[src/rtl/alu_input_ctrl.sv]
// Operand/command entry stage for the combinational ALU: synchronises and debounces
// the load/exec buttons, then walks A -> B -> execute and holds registered ALU inputs.
module alu_input_ctrl #(
    parameter int N               = 4,
    parameter int DEBOUNCE_CYCLES = 500000
) (
    input  logic         clk,
    input  logic         rst,
    input  logic [N-1:0] sw,
    input  logic [2:0]   op_sw,
    input  logic         sum_sw,
    input  logic         subt_sw,
    input  logic         btn_load_n,
    input  logic         btn_exec_n,
    output logic [N-1:0] a,
    output logic [N-1:0] b,
    output logic [2:0]   op,
    output logic         op_sum,
    output logic         op_subt,
    output logic         valid,
    output logic [1:0]   state
);

    localparam int CW = (DEBOUNCE_CYCLES > 1) ? $clog2(DEBOUNCE_CYCLES) : 1;
    localparam logic [CW-1:0] CNT_MAX = CW'(DEBOUNCE_CYCLES - 1);

    typedef enum logic [1:0] {
        WAIT_A  = 2'd0,
        WAIT_B  = 2'd1,
        WAIT_OP = 2'd2,
        HOLD    = 2'd3
    } fsm_t;

    // Index 0 is the load button, index 1 the exec button.
    logic [1:0]    btn_n;
    logic [1:0]    sync0;
    logic [1:0]    sync1;
    logic [1:0]    deb;
    logic [1:0]    armed;
    logic [1:0]    press;
    logic [1:0]    warm;
    logic [CW-1:0] cnt [2];

    assign btn_n = {btn_exec_n, btn_load_n};

    // A button may only raise events once it has been seen released after reset, so a
    // button held through reset is debounced silently and must be re-pressed.
    always_ff @(posedge clk) begin
        if (rst) begin
            // NOTE: sequential state uses non-blocking assignments so every flop samples
            // pre-edge values regardless of statement order.
            sync0 <= '1;
            sync1 <= '1;
            deb   <= '1;
            armed <= '0;
            press <= '0;
            warm  <= '0;
            for (int i = 0; i < 2; i++) cnt[i] <= '0;
        end else begin
            sync0 <= btn_n;
            sync1 <= sync0;
            warm  <= {warm[0], 1'b1};
            for (int i = 0; i < 2; i++) begin
                press[i] <= 1'b0;
                if (sync1[i] != deb[i]) begin
                    if (cnt[i] == CNT_MAX) begin
                        deb[i]   <= sync1[i];
                        cnt[i]   <= '0;
                        press[i] <= armed[i] & ~sync1[i];
                    end else begin
                        cnt[i] <= cnt[i] + CW'(1);
                    end
                end else begin
                    cnt[i] <= '0;
                end
                if (warm[1] && sync1[i] && deb[i]) armed[i] <= 1'b1;
            end
        end
    end

    logic load_ev;
    logic exec_ev;
    fsm_t st;

    assign load_ev = press[0];
    assign exec_ev = press[1];
    assign state   = st;

    always_ff @(posedge clk) begin
        if (rst) begin
            st      <= WAIT_A;
            a       <= '0;
            b       <= '0;
            op      <= 3'b111;
            op_sum  <= 1'b0;
            op_subt <= 1'b0;
            valid   <= 1'b0;
        end else begin
            valid <= 1'b0;
            case (st)
                WAIT_A: if (load_ev) begin
                    a  <= sw;
                    st <= WAIT_B;
                end
                WAIT_B: if (load_ev) begin
                    b  <= sw;
                    st <= WAIT_OP;
                end
                WAIT_OP: if (exec_ev) begin
                    op      <= op_sw;
                    op_subt <= subt_sw;
                    op_sum  <= sum_sw & ~subt_sw;
                    valid   <= 1'b1;
                    st      <= HOLD;
                end
                HOLD: begin
                    // Load takes precedence over a coincident exec.
                    if (load_ev) begin
                        a  <= sw;
                        st <= WAIT_B;
                    end else if (exec_ev) begin
                        op      <= op_sw;
                        op_subt <= subt_sw;
                        op_sum  <= sum_sw & ~subt_sw;
                        valid   <= 1'b1;
                    end
                end
                default: st <= WAIT_A;
            endcase
        end
    end

endmodule

[config.mk]
export PLATFORM = sky130hd
export DESIGN_NAME = alu_input_ctrl
export DESIGN_NICKNAME = d
export VERILOG_FILES = /design/src/rtl/alu_input_ctrl.sv
export SDC_FILE = /design/constraint.sdc
export NUM_CORES = 1
export LEC_CHECK = 0
export ABC_AREA = 1
export BUFFER_PORTS_ARGS = -buffer_cell sky130_fd_sc_hd__buf_2
export CORE_MARGIN = 5
export CORE_UTILIZATION = 40
export DETAILED_ROUTE_END_ITERATION = 10
export GPL_ROUTABILITY_DRIVEN = 0
export GPL_TIMING_DRIVEN = 0
export PLACE_DENSITY = 0.58
export RECOVER_POWER = 25
export SETUP_SLACK_MARGIN = 0.05
export SLEW_MARGIN = 10
export SYNTH_ARGS = -nofsm -noshare
export SYNTH_HDL_FRONTEND = slang
export SYNTH_SLANG_ARGS = --single-unit
export TNS_END_PERCENT = 1
[constraint.sdc]
create_clock -name clk -period 2 [get_ports clk]
set_input_delay 0 -clock clk [delete_from_list [all_inputs] [get_ports clk]]
set_output_delay 0 -clock clk [all_outputs]
set_load 0.02 [all_outputs]
==> out/metrics.cfg, run 1 <==
[floorplan]
initial_utilization = 0.4129
die_h_um = 102.3
dieArea_mm2 = 0.01047
io_pins = 29
core_mm2 = 0.008258
rows = 33
fp.dieW_um = 102.3

[yosys]
ys_types = 28
synth_edf_count = 38
synth_compound_area_frac = 0.06018
synth-async-reset-ratio = 0
yosys_warnings = 0
synth_top_family_by_area = simple AND/OR/NAND/NOR gates
avgSynthCellArea_um2 = 7.966
synthMuxAreaShare = 0
ys.flop_type = edfxtp_1
synth_xor_area_frac = 0.02569
synth.cell_area_mm2 = 0.003410
synthSimpleGateAreaFrac = 0.3317
ys_seq_elements = 66
ys_seq_area_frac = 0.4991
netlist_instances = 428
synth_adder_area_share = 0.01835

[global_routing]
gr-total-overflow = 0
grt_usage = 0.1401
grt_antenna_before_repair = 0
grt_pass1_vias = 2713
grt_pass1_wl_um = 11680
grt_max_degree = 12

[route]
firstDrtPassIters = 4
drtIter0Drc = 115
wl_met3_um = 301
met2_length_um = 2897
via_count = 2814
ant_nets = 0
drc = 0
drt_wl_total_um = 6639
viasPerCell = 4.474
wl_per_cell_um = 10.55
top_layer = met4
drt-met1-wl_um = 3361

[clock_tree]
htreeDepth = 3
clk_pin_slew_ps = 70
cts_buffer_depth = 2
cts.sink_count = 66
cts-root-buf = clkbuf_8
insertion_delay_ps = 330
cts_buffers = 9
cts_tree = done

[critical_path]
r2r_start = state[0]$_SDFFE_PP0P_
cpMostUsedCell = inv_1
worst_r2r_path_depth = 9
start_kind = flop
end_kind = flop
crit_required_ps = 2220
cp_max_fo = 6
cp_cell_sequence = inv_1, ha_1, inv_1, o21ai_1, nand2_2, buf_4, nand2_1, a21oi_2, dlygate4sd3_1
r2r_setup_slack_ps = 160
critPathTopFamily = buffers and inverters
crit_type = reg -> reg
crit_arrival_ps = 2060
critPathSlowestCell = dlygate4sd3_1
cp.buffers_inverters = 4
rr_endpoint = op_sum$_SDFFE_PP0P_
slowest_delay_ps = 570

[sta]
finalClockSkew_ps = 11.48
final-setup-viol-count = 0
hold_slack_ps = 97.18
max_clock_freq_mhz = 542.0
fin_crit_ps = 1845
grt_setup_unrepaired = false
fin_tns_setup_ps = 0
finalHoldViolCount = 0
finalCritPeriodShare = 0.9225
slew_violations = 0

[power]
p_leak_nw = 1.744
irDropWorstVdd_mv = 0.4568
powerDensity_mw_per_mm2 = 701.7
total_power_w = 0.002920

[hold_path]
hold_path_depth = 4
worstHoldStart = rst
min_to = a[0]$_SDFFE_PP0P_
hold_path_class = in -> reg

[finish]
fin_util = 0.5039
synthToLayoutAreaGrowth_pct = 22.06
num-fill-cells = 831
layout-drive-gt1-share = 0.1317
nets = 537
final_cells = 629
antenna_cells = 0

[placement]
dpl.cell_count = 598
portBuffers = 28
dpl.hpwl_um = 4893

[run]
cap_violations = 0

[status]
status = completed

## registers in the layout (all words and copies together), names as in the netlist, 3 cells and up
| register | count |
|---|---|
| a | 4 |
| cnt | 38 |
| b | 4 |
| op | 3 |
## cell type report
| class | count | area, µm² | share of cell area |
|---|---|---|---|
| inverter | 50 | 187.7 | 0.04510 |
| sequential | 66 | 1704 | 0.4095 |
| tap | 105 | 131.4 | 0.03157 |
| clock inverter | 3 | 18.77 | 0.004510 |
| buffer | 4 | 30.03 | 0.007216 |
| clock buffer | 13 | 181.4 | 0.04360 |
| timing repair buffer | 43 | 270.3 | 0.06494 |
| multi-input combinational | 345 | 1638 | 0.3936 |
## kinds of logic (layout without fill, tap and decap cells)
logic type / count (synthesis) / after routing
other cells: 1 / 38
buf+inv: 54 / 113
simple gates: 253 / 253
xor+xnor: 10 / 10
compound gates: 39 / 39
flops: 66 / 66
fa+ha+maj: 5 / 5
## through the flow
stage | cell area, µm² | setup WS (ps)
detailed placement | 3820 | 230.0
floorplan | 3548 | 494.3
global route | 4161 | 37.98
global placement | 3820 | 237.0
finish | 4161 | 155.1
CTS | 4150 | 67.76
## cells in the final DEF (no fill, tap or decap), types with 3 or more instances in the layout
cell type,synthesis,layout
inv_1,48,49
buf_2,0,16
a21oi_1,18,17
nor2_2,6,7
nand3_1,24,24
nand3_2,5,5
a21oi_2,2,3
conb_1,1,38
clkbuf_1,2,16
edfxtp_1,38,38
dlygate4sd3_1,0,13
or2_0,5,5
nor3_1,6,6
o21ai_0,18,17
nor2_1,83,82
ha_1,5,5
nand4_1,8,8
xnor2_1,5,5
clkbuf_8,0,9
xor2_1,5,5
dfxtp_1,28,26
or2_2,8,8
nand2_1,98,97
nand2_2,4,5
## cell usage after synthesis, drive strengths merged (5+ instances only)
cell type / count / area (µm²)
nand2: 104 / 415.4
nor2: 91 / 371.6
inv: 50 / 187.7
edfxtp: 38 / 1141
nand3: 29 / 170.2
dfxtp: 28 / 560.5
a21oi: 20 / 107.6
o21ai: 18 / 90.09
or2: 14 / 87.59
nand4: 8 / 50.05
nor3: 6 / 30.03
ha: 5 / 62.56
xnor2: 5 / 43.79
xor2: 5 / 43.79
## worst reg2reg max path: cells and delay by family, from the launching register on
| kind | cells | cell delay [ps] |
|---|---|---|
| adder cells (fa/ha/maj) | 1 | 170 |
| AO/OA/AOI/OAI | 2 | 210 |
| buffers and inverters | 4 | 840 |
| AND/OR/NAND/NOR | 2 | 180 |
| flip-flops | 1 | 340 |
## timing repair
action	CTS	global route
endpoints found under the setup margin	0	1
resized for setup	0	6
hold endpoints to repair	15	0
hold buffers	13	0
setup buffers	0	2
## layer usage
layer,up-vias,global-route usage
met3,6,0.03072
met2,52,0.2204
met5,-,0
met4,0,0.05853
li1,1519,-
met1,1237,0.1869
## power by group
part	total, W	internal [W]	switching, W
registers	0.00155	0.00149	0.0000594
logic	0.000262	0.000104	0.000158
clock network	0.00111	0.000601	0.000504
## worst max path at each step
| stage | end | cells after the start | startpoint |
|---|---|---|---|
| floorplan | cnt[0][0]$_SDFFCE_PP0P_ | 7 | cnt[0][0]$_SDFFCE_PP0P_ |
| global placement | cnt[0][12]$_SDFFCE_PP0P_ | 7 | cnt[0][0]$_SDFFCE_PP0P_ |
| detailed placement | cnt[0][12]$_SDFFCE_PP0P_ | 7 | cnt[0][0]$_SDFFCE_PP0P_ |
| CTS | op_sum$_SDFFE_PP0P_ | 8 | state[1]$_SDFFE_PP0P_ |
| global route | op_sum$_SDFFE_PP0P_ | 9 | state[0]$_SDFFE_PP0P_ |
| finish | op_sum$_SDFFE_PP0P_ | 9 | state[0]$_SDFFE_PP0P_ |
(Power assumes the default switching activity.)
==> inputs of run 2 (changes only) <==
Settings changed: CORE_ASPECT_RATIO set to 0.6.
==> out/metrics.cfg, run 2 (synthesis results as in run 1) <==
[route]
drt-met1-wl_um = 4064  ; +21%
wl_per_cell_um = 11.24  ; +6.5%
via_count = 2850  ; +1.3%
drtIter0Drc = 186  ; +62%
viasPerCell = 4.481  ; +0.16%
met2_length_um = 2618  ; -9.6%
ant_nets = 0  ; unchanged
drc = 0  ; unchanged
wl_met3_um = 393  ; +31%
firstDrtPassIters = 4  ; unchanged
top_layer = met4
drt_wl_total_um = 7151  ; +7.7%

[sta]
final-setup-viol-count = 0  ; unchanged
finalHoldViolCount = 0  ; unchanged
finalCritPeriodShare = 0.9028  ; -0.01968
max_clock_freq_mhz = 553.8  ; +2.2%
fin_tns_setup_ps = 0  ; unchanged
grt_setup_unrepaired = false
fin_crit_ps = 1806  ; -39.35 ps
hold_slack_ps = 118.6  ; +21.37 ps
slew_violations = 0  ; unchanged
finalClockSkew_ps = 4.560  ; -6.919 ps

[power]
powerDensity_mw_per_mm2 = 813.8  ; +16%
p_leak_nw = 1.792  ; +2.8%
irDropWorstVdd_mv = 0.6193  ; +36%

[finish]
final_common_cell = nand2_1
largest_reg_flops = 38  ; unchanged
largestRegisters = cnt (38), a (4), b (4)
final_cell_mix = nand2_1 (97), nor2_1 (82), inv_1 (49)
layout-drive-gt1-share = 0.1298  ; -0.001908
largest-register = cnt
antenna_cells = 0  ; unchanged
synthToLayoutAreaGrowth_pct = 25.72
nets = 537  ; unchanged

[global_routing]
grt_pass1_wl_um = 12230  ; +4.7%
grt_pass1_vias = 2662  ; -1.9%
grt_antenna_before_repair = 0  ; unchanged
grt_max_degree = 13  ; +1
grt_usage = 0.1502  ; +0.01016
gr-total-overflow = 0  ; unchanged

[critical_path]
slowest_delay_ps = 560  ; about the same
start_kind = flop
crit_type = reg -> reg
cp_cell_sequence = ha_1, inv_1, o21ai_1, nand2_2, nor2_2, nand2_1, dlygate4sd3_1, a21oi_1
crit_arrival_ps = 2060  ; about the same
cp_max_fo = 5  ; -1
cp.buffers_inverters = 2  ; -2
critPathTopFamily = buffers and inverters
critPathSlowestCell = dlygate4sd3_1
end_kind = flop
crit_required_ps = 2260  ; +40 ps

[floorplan]
io_pins = 29  ; unchanged
core_mm2 = 0.008393  ; +1.6%
fp.dieW_um = 129.2  ; +26%
rows = 26  ; -21%
die_h_um = 81.52  ; -20%
initial_utilization = 0.4062  ; -0.006647
dieArea_mm2 = 0.01053  ; +0.58%

[hold_path]
hold_path_class = in -> reg

[clock_tree]
htreeDepth = 3  ; unchanged
cts_buffer_depth = 2  ; unchanged
insertion_delay_ps = 330  ; about the same
cts-root-buf = clkbuf_16
cts_buffers = 9  ; unchanged
cts_tree = done
cts.sink_count = 66  ; unchanged
clk_pin_slew_ps = 60  ; about the same

[status]
status = completed

[placement]
portBuffers = 28  ; unchanged
dpl.hpwl_um = 5249  ; +7.3%

[run]
cap_violations = 0  ; unchanged

[run 2: changes by cell type in the layout (fill, tap and decap cells not counted), sizes merged]
cell | before | now
buf | 20 | 19
bufinv | 0 | 1
clkbuf | 27 | 26
inv | 50 | 51
[run 2: layout make-up]
class	instances	area [µm²]
clock buffers	11	264.0
multi-input cells	345	1634
well taps	112	140.1
clock inverters	5	58.81
inverters	50	187.7
flip-flops and latches	66	1703
plain buffers	4	30.03
repair buffers	43	269.0
fillers	814	4106
[run 2: metal layers]
layer / GRT usage / vias up
met5: 0 / -
met4: 0.05241 / 0
met3: 0.05133 / 7
met2: 0.2035 / 63
met1: 0.2200 / 1251
li1: - / 1529
[run 2: through the flow]
step | instance area [µm²] | util | std cells | total power, W | worst slack, ps
detailed placement | 3829 | 0.4562 | 605 | 0.001817 | 240.1
floorplan | 3548 | - | 465 | 0.001744 | 494.3
global placement | 3829 | 0.4562 | 605 | 0.001812 | 238.8
finish | 4287 | 0.5107 | 636 | 0.003489 | 194.4
global route | 4287 | 0.5107 | 636 | 0.003645 | 55.80
CTS | 4282 | 0.5101 | 634 | 0.003536 | 85.64
[run 2: tightest hold or removal path: stages]
cell and delay (ps):
buf_2 90, inv_1 140, o21ai_0 120, a21oi_1 50
[run 2: what timing repair did]
| action | CTS | global route |
|---|---|---|
| buffers inserted | 0 | 2 |
| setup endpoints to repair | 0 | 1 |
| hold buffers | 13 | 0 |
| resized for setup | 0 | 4 |
| endpoints found under the hold margin | 15 | 0 |
[run 2: report_power, final]
group | internal (W) | total (W) | switching (W)
combinational | 0.000102 | 0.000257 | 0.000155
sequential | 0.00149 | 0.00156 | 0.0000623
clock | 0.00108 | 0.00168 | 0.000598
total | 0.00267 | 0.00349 | 0.000816
[run 2: path summary, 6_finish.rpt]
check,endpoint,slack (ps),from,cells after the start
min reg2reg,warm[1]$_SDFF_PP0_,410,warm[0]$_DFF_P_,2
max reg2reg,op_sum$_SDFFE_PP0P_,190,state[1]$_SDFFE_PP0P_,8
max,op_sum$_SDFFE_PP0P_,190,state[1]$_SDFFE_PP0P_,8
min,state[0]$_SDFFE_PP0P_,120,rst,4
